===== src/rtl/lcd_spi_pkg.sv =====
// rtl/lcd_spi_pkg.sv - shared types, constants and sizing helpers for the LCD SPI writer
// Purpose: sequencer state encoding, DC polarity constants, microsecond-to-cycle
// conversion and counter-width sizing used by lcd_spi_writer and its FIFO.
// Ports: none (package).

package lcd_spi_pkg;

    typedef enum logic [2:0] {
        RST_PULSE,
        RST_WAIT,
        IDLE,
        SHIFT,
        NEXT
    } lcd_state_t;

    localparam logic DC_CMD  = 1'b0;
    localparam logic DC_DATA = 1'b1;

    // A zero-length delay still costs one cycle, so the down-counters never
    // have to be loaded with a negative value.
    function automatic int unsigned us_to_cycles(input int unsigned us, input int unsigned mhz);
        int unsigned cycles;
        cycles = us * mhz;
        return (cycles == 0) ? 1 : cycles;
    endfunction

    // Bits needed for a counter that runs from (count-1) down to 0, sized
    // for the larger of two counts.
    function automatic int counter_width(input int unsigned count_a, input int unsigned count_b);
        int unsigned biggest;
        biggest = (count_a > count_b) ? count_a : count_b;
        return (biggest < 2) ? 1 : $clog2(biggest);
    endfunction

endpackage


===== src/rtl/lcd_cmd_fifo.sv =====
// rtl/lcd_cmd_fifo.sv - synchronous {DC, word} queue feeding the SPI shifter
// Purpose: power-of-two deep FIFO with registered level; read data is the head
// entry, valid whenever empty is low. A pushed entry becomes visible at the head
// only after the write edge, so there is no same-cycle fall-through.
// Ports:
//   clk, rst           clock, asynchronous active-high reset (empties the queue)
//   push, push_data    write request and entry; ignored while full
//   pop, pop_data      read request and head entry; ignored while empty
//   level, full, empty occupancy status

import lcd_spi_pkg::*;

module lcd_cmd_fifo #(
    parameter int WIDTH = 9,
    parameter int DEPTH = 16
) (
    input  logic                     clk,
    input  logic                     rst,
    input  logic                     push,
    input  logic [WIDTH-1:0]         push_data,
    input  logic                     pop,
    output logic [WIDTH-1:0]         pop_data,
    output logic [$clog2(DEPTH):0]   level,
    output logic                     full,
    output logic                     empty
);

    localparam int AW = $clog2(DEPTH);

    logic [WIDTH-1:0] mem [DEPTH];
    logic [AW-1:0]    wr_ptr;
    logic [AW-1:0]    rd_ptr;
    logic             do_push;
    logic             do_pop;

    assign full     = (level == (AW+1)'(DEPTH));
    assign empty    = (level == '0);
    assign do_push  = push && !full;
    assign do_pop   = pop && !empty;
    assign pop_data = mem[rd_ptr];

    always_ff @(posedge clk or posedge rst) begin
        if (rst) begin
            wr_ptr <= '0;
            rd_ptr <= '0;
            level  <= '0;
        end else begin
            if (do_push) begin
                wr_ptr <= wr_ptr + 1'b1;
            end
            if (do_pop) begin
                rd_ptr <= rd_ptr + 1'b1;
            end
            case ({do_push, do_pop})
                2'b10:   level <= level + 1'b1;
                2'b01:   level <= level - 1'b1;
                default: level <= level;
            endcase
        end
    end

    // Storage needs no reset: entries are only read once the pointers say
    // they were written.
    always_ff @(posedge clk) begin
        if (do_push) begin
            mem[wr_ptr] <= push_data;
        end
    end

endmodule


===== src/rtl/lcd_spi_writer.sv =====
// rtl/lcd_spi_writer.sv - ST7735-class panel reset sequencer and queued SPI word writer
// Purpose: drives the panel hardware-reset pulse and settle wait, then shifts
// queued {DC, word} entries out on a write-only SPI link (mode 0, MSB first).
// Back-to-back queued words share one CS-low window.
// Ports:
//   SYSTEM_CLK, SYSTEM_RST          clock, asynchronous active-high reset
//   WR_VALID, WR_READY, WR_DC,      queue push port (push when WR_VALID && WR_READY)
//   WR_DATA
//   START_RESET                     one-cycle request to re-run the panel reset sequence
//   INIT_DONE                       reset sequence complete, transfers permitted
//   BUSY                            sequencer not idle or queue not empty
//   FIFO_LEVEL                      queue occupancy
//   CS, MOSI, DC, LCD_CLK, RESET    panel pins (CS and RESET active low)

import lcd_spi_pkg::*;

module lcd_spi_writer #(
    parameter int CLOCK_SPEED_MHZ = 12,
    parameter int SCLK_DIV        = 2,
    parameter int WORD_WIDTH      = 8,
    parameter int FIFO_DEPTH      = 16,
    parameter int RESET_PULSE_US  = 10,
    parameter int RESET_WAIT_US   = 120000
) (
    input  logic                          SYSTEM_CLK,
    input  logic                          SYSTEM_RST,
    input  logic                          WR_VALID,
    output logic                          WR_READY,
    input  logic                          WR_DC,
    input  logic [WORD_WIDTH-1:0]         WR_DATA,
    input  logic                          START_RESET,
    output logic                          INIT_DONE,
    output logic                          BUSY,
    output logic [$clog2(FIFO_DEPTH):0]   FIFO_LEVEL,
    output logic                          CS,
    output logic                          MOSI,
    output logic                          DC,
    output logic                          LCD_CLK,
    output logic                          RESET
);

    localparam int unsigned PULSE_CYCLES = us_to_cycles(RESET_PULSE_US, CLOCK_SPEED_MHZ);
    localparam int unsigned WAIT_CYCLES  = us_to_cycles(RESET_WAIT_US, CLOCK_SPEED_MHZ);
    localparam int          CNT_W        = counter_width(PULSE_CYCLES, WAIT_CYCLES);
    localparam int          DIV_W        = counter_width(SCLK_DIV, 1);
    localparam int          BIT_W        = counter_width(WORD_WIDTH, 1);

    localparam logic [CNT_W-1:0] PULSE_LOAD = CNT_W'(PULSE_CYCLES - 1);
    localparam logic [CNT_W-1:0] WAIT_LOAD  = CNT_W'(WAIT_CYCLES - 1);
    localparam logic [DIV_W-1:0] DIV_LAST   = DIV_W'(SCLK_DIV - 1);
    localparam logic [BIT_W-1:0] BIT_LAST   = BIT_W'(WORD_WIDTH - 1);

    lcd_state_t              state;
    logic [CNT_W-1:0]        delay_cnt;
    logic [DIV_W-1:0]        div_cnt;
    logic [BIT_W-1:0]        bit_cnt;
    logic [WORD_WIDTH-1:0]   shift_reg;
    logic                    reset_pending;

    logic [WORD_WIDTH:0]     fifo_rd_data;
    logic [WORD_WIDTH-1:0]   fifo_word;
    logic                    fifo_dc;
    logic                    fifo_full;
    logic                    fifo_empty;
    logic                    load_word;
    logic                    take_reset;

    assign {fifo_dc, fifo_word} = fifo_rd_data;

    lcd_cmd_fifo #(
        .WIDTH (WORD_WIDTH + 1),
        .DEPTH (FIFO_DEPTH)
    ) u_fifo (
        .clk       (SYSTEM_CLK),
        .rst       (SYSTEM_RST),
        .push      (WR_VALID),
        .push_data ({WR_DC, WR_DATA}),
        .pop       (load_word),
        .pop_data  (fifo_rd_data),
        .level     (FIFO_LEVEL),
        .full      (fifo_full),
        .empty     (fifo_empty)
    );

    // A pending reset request is consumed only in states where no word is on
    // the wire; NEXT first drops CS and hands over to IDLE.
    always_comb begin
        take_reset = 1'b0;
        load_word  = 1'b0;
        if (reset_pending &&
            (state == RST_PULSE || state == RST_WAIT || state == IDLE)) begin
            take_reset = 1'b1;
        end
        if ((state == IDLE || state == NEXT) && !reset_pending && !fifo_empty) begin
            load_word = 1'b1;
        end
    end

    // BUSY and WR_READY decode registered state only.
    assign BUSY     = (state != IDLE) || !fifo_empty;
    assign WR_READY = !fifo_full;

    always_ff @(posedge SYSTEM_CLK or posedge SYSTEM_RST) begin
        if (SYSTEM_RST) begin
            state         <= RST_PULSE;
            delay_cnt     <= PULSE_LOAD;
            div_cnt       <= '0;
            bit_cnt       <= '0;
            shift_reg     <= '0;
            reset_pending <= 1'b0;
            CS            <= 1'b1;
            MOSI          <= 1'b0;
            DC            <= DC_CMD;
            LCD_CLK       <= 1'b0;
            RESET         <= 1'b0;
            INIT_DONE     <= 1'b0;
        end else begin
            // A request arriving in the very cycle an older one is consumed
            // stays pending rather than being lost.
            reset_pending <= START_RESET || (reset_pending && !take_reset);

            case (state)
                RST_PULSE: begin
                    if (take_reset) begin
                        delay_cnt <= PULSE_LOAD;
                    end else if (delay_cnt == '0) begin
                        RESET     <= 1'b1;
                        delay_cnt <= WAIT_LOAD;
                        state     <= RST_WAIT;
                    end else begin
                        delay_cnt <= delay_cnt - 1'b1;
                    end
                end

                RST_WAIT: begin
                    if (take_reset) begin
                        RESET     <= 1'b0;
                        delay_cnt <= PULSE_LOAD;
                        state     <= RST_PULSE;
                    end else if (delay_cnt == '0) begin
                        INIT_DONE <= 1'b1;
                        state     <= IDLE;
                    end else begin
                        delay_cnt <= delay_cnt - 1'b1;
                    end
                end

                IDLE: begin
                    CS      <= 1'b1;
                    LCD_CLK <= 1'b0;
                    if (take_reset) begin
                        INIT_DONE <= 1'b0;
                        RESET     <= 1'b0;
                        delay_cnt <= PULSE_LOAD;
                        state     <= RST_PULSE;
                    end
                end

                SHIFT: begin
                    if (div_cnt == DIV_LAST) begin
                        div_cnt <= '0;
                        if (!LCD_CLK) begin
                            LCD_CLK <= 1'b1;
                        end else begin
                            LCD_CLK <= 1'b0;
                            if (bit_cnt == BIT_LAST) begin
                                state <= NEXT;
                            end else begin
                                bit_cnt   <= bit_cnt + 1'b1;
                                MOSI      <= shift_reg[WORD_WIDTH-1];
                                shift_reg <= shift_reg << 1;
                            end
                        end
                    end else begin
                        div_cnt <= div_cnt + 1'b1;
                    end
                end

                NEXT: begin
                    if (!load_word) begin
                        CS    <= 1'b1;
                        state <= IDLE;
                    end
                end

                default: begin
                    state <= RST_PULSE;
                end
            endcase

            // Word load from IDLE or NEXT: LCD_CLK is already low here, so DC
            // and the first MOSI bit settle well before the first rising edge.
            if (load_word) begin
                CS        <= 1'b0;
                DC        <= fifo_dc;
                MOSI      <= fifo_word[WORD_WIDTH-1];
                shift_reg <= fifo_word << 1;
                bit_cnt   <= '0;
                div_cnt   <= '0;
                state     <= SHIFT;
            end
        end
    end

endmodule


===== config.mk =====
export PLATFORM = sky130hd
export DESIGN_NAME = lcd_spi_writer
export DESIGN_NICKNAME = d
export VERILOG_FILES = /design/src/rtl/lcd_spi_pkg.sv /design/src/rtl/lcd_cmd_fifo.sv /design/src/rtl/lcd_spi_writer.sv
export SDC_FILE = /design/constraint.sdc
export NUM_CORES = 1
export LEC_CHECK = 0
export CORE_AREA = 2 2 104 147
export CTS_BUF_LIST = sky130_fd_sc_hd__clkbuf_4 sky130_fd_sc_hd__clkbuf_8 sky130_fd_sc_hd__clkbuf_16
export CTS_CLUSTER_DIAMETER = 50
export DETAILED_ROUTE_END_ITERATION = 6
export DIE_AREA = 0 0 106 149
export GPL_TIMING_DRIVEN = 1
export MAX_ROUTING_LAYER = met4
export PLACE_DENSITY = 0.76
export SETUP_SLACK_MARGIN = 0.05
export SYNTH_ARGS = -nofsm -noshare
export SYNTH_HDL_FRONTEND = slang
export SYNTH_SLANG_ARGS = --single-unit

===== constraint.sdc =====
create_clock -name SYSTEM_CLK -period 3.42 [get_ports SYSTEM_CLK]
set_input_delay 0.513 -clock SYSTEM_CLK [delete_from_list [all_inputs] [get_ports SYSTEM_CLK]]
set_output_delay 0.513 -clock SYSTEM_CLK [all_outputs]
set_load 0.1 [all_outputs]

==> results.yml <==
synth:
  synth_flop_cell: "edfxtp_1"
  synth_edf_count: 144
  ys_seq_elements: 199
  yosys_warnings: 0
  syn-cell-area_mm2: 0.00868
  synth_area_per_cell_um2: 15.3
  ys_types: 62
  syn_nets: 593
  syn_inst: 566
  ys_seq_area_frac: 0.658
  synth-async-reset-ratio: 0.276
floorplanning:
  initial_core_util: 0.592
  dieWidth_um: 106
  rows: 53
  fp.dieArea_mm2: 0.0158
  coreArea_mm2: 0.0147
  io_pins: 26
  die_y_um: 149
pwr:
  swShare: 0.215
  leakagePower_uw: 0.00349
  p_per_area_mw_per_mm2: 467
  p_clk_frac: 0.413
  seq_power_share: 0.570
  power.switching_uw: 981
  peakVddDrop_mv: 0.336
  power_frac_comb: 0.017
  cell_internal_pwr_uw: 3580
sta:
  clock_skew_ps: 12.8
  fin_hold_ws_ps: 409
  max_freq_ghz: 0.363
  setup-tns-final_ps: 0
  rsz0062_at_grt: "false"
  max_slew_margin: 0.313
  setup_viol: 0
  drv_slew: 0
  min_period_over_period: 0.805
  fin_crit_ps: 2750
  worst_pin_slew_ps: 1020
  hold_viol: 0
finish:
  final_common_cell: "edfxtp_1"
  antennaDiodeCount: 0
  layout_common_cells: "144 x edfxtp_1, 41 x dfrtp_1, 38 x nand2_1"
  area_growth_pct: 12.5
  nNetsFinal: 632
  drive_gt1_frac: 0.204
  largest_register_ffs: 144
  fin_util: 0.666
job:
  maxCapViolations: 0
status:
  status: "complete, no violations"
clock_network:
  cts_resized: 0
  htree_levels: 4
  clkTransAtPathRegs_ps: 70
  cts_sinks: 199
  postCtsSetupBuffers: 0
  cts_hold_buf: 0
  cts-root-buf: "clkbuf_16"
  worstSkewPairLatency_ps: 430
  cts_tree: "done"
  cts_buffers: 17
  clk_path_buf_depth: 2
worst_setup_path:
  slowest_stage: "dfrtp_2"
  cp.arrival_ps: 3070
  crit_chain: "nor4_1, nand2_2, and2_1, inv_1, ha_1, ha_1, a21o_1, a21oi_1, xor2_1, nor2_1, xnor2_1"
  reg2regPathDepth: 11
  crit_type: "reg2reg"
  r2r-start: "u_fifo.level[2]"
  critical_path.max_fanout: 9
  cpPeakStageDelay_ps: 430
  cpMostUsedCell: "ha_1"
  start_kind: "flop"
  worst_ep_required_time_ps: 3730
  r2r-end: "u_fifo.level[4]"
  endpoint_kind: "flop"
  reg2reg_slack_ps: 670
routing:
  postRouteAntennaNets: 0
  drt_wl_total_um: 16700
  dr.first_iter.drc_count: 391
  vias: 5047
  drt-wirelength-per-cell_um: 20.6
  dr.pass1.iters: 5
  vias_per_cell: 6.23
  drc_errors: 0
placed_design:
  place_congestion: 0.845
  portBuffers: 25
  place_hpwl_um: 11600
grt:
  grt.total_usage: 0.233
  antenna_found_initial: 0
  grt_pass1_wl_um: 27200
  grt_pass1_vias: 5206
  grt_max_degree: 31
  grt.overflow.total: 0
worst_hold_path:
  worstHoldPathType: "in2async"
worst max-delay path by stage:
| stage | start | end | slack (ps) |
|---|---|---|---|
| after floorplan | u_fifo.level[2] | u_fifo.level[4] | 90 |
| after global placement | WR_VALID | u_fifo.level[4] | 580 |
| after detailed placement | WR_VALID | u_fifo.level[4] | 520 |
| after CTS | u_fifo.level[2] | u_fifo.level[4] | 650 |
| after global routing | u_fifo.level[2] | u_fifo.level[4] | 450 |
| final | u_fifo.level[2] | u_fifo.level[4] | 670 |
cell usage after synthesis, drive strengths merged (10+ instances only):
library cell | number | share of area
nand2 | 39 | 0.017
edfxtp | 144 | 0.50
xnor2 | 10 | 0.010
clkbuf | 11 | 0.0048
nor2 | 38 | 0.017
mux4 | 37 | 0.096
o21ai | 12 | 0.0069
ha | 13 | 0.019
dfrtp | 48 | 0.14
a21oi | 28 | 0.016
mux2i | 18 | 0.021
buf | 20 | 0.015
inv | 12 | 0.0052
nor3 | 13 | 0.0081
critical path, delay by kind of cell, from the launching register on:
| kind | cells | cell delay [ps] |
|---|---|---|
| AND/OR/NAND/NOR | 4 | 890 |
| AO/OA/AOI/OAI | 2 | 350 |
| buffers and inverters | 1 | 100 |
| adder cells (fa/ha/maj) | 2 | 600 |
| XOR/XNOR | 2 | 280 |
| flip-flops | 1 | 430 |
per-layer routing:
metal  track usage  part of all wire  up-vias
met5             -                 0        -
met4        0.0638             0.018        0
met3        0.0415             0.034       33
met2         0.422              0.57      136
met1         0.268              0.38     2609
li1              -                 -     2269
area by class of cell:
type / count / area [um2]
clock buffer: 17 / 425
clock inverter: 15 / 133
fill: 971 / 4890
inverter: 12 / 45.0
multi-input combinational: 324 / 2760
sequential: 199 / 5720
tap: 192 / 240
timing repair buffer: 51 / 440
kinds of logic after synthesis:
kind of cell    after synthesis  share of synthesized area
flops                       199                      0.658
simple gates                148                     0.0914
compound gates               92                     0.0726
mux                          56                      0.118
buf+inv                      43                     0.0252
xor+xnor                     14                     0.0141
fa+ha+maj                    14                     0.0210
power groups by stage:
stage                     registers [uW]  logic [uW]  clock network, uW
after floorplan                     2650        35.8                  0
after global placement              2650        73.9                  0
after detailed placement            2650        78.8                  0
after CTS                           2600        78.9               1920
after global routing                2600        87.3               2020
final                               2600        77.4               1880
per-stage QoR:
stage	power [uW]	instance area [um2]	worst slack [ps]	cells
2_1_floorplan	2690	8690	86.7	566
3_3_place_gp	2730	9210	576	778
3_5_place_dp	2730	9210	520	778
4_1_cts	4600	9760	648	810
5_1_grt	4710	9760	453	810
6_report	4560	9760	666	810
No activity file was read; power rests on OpenSTA's default activity.
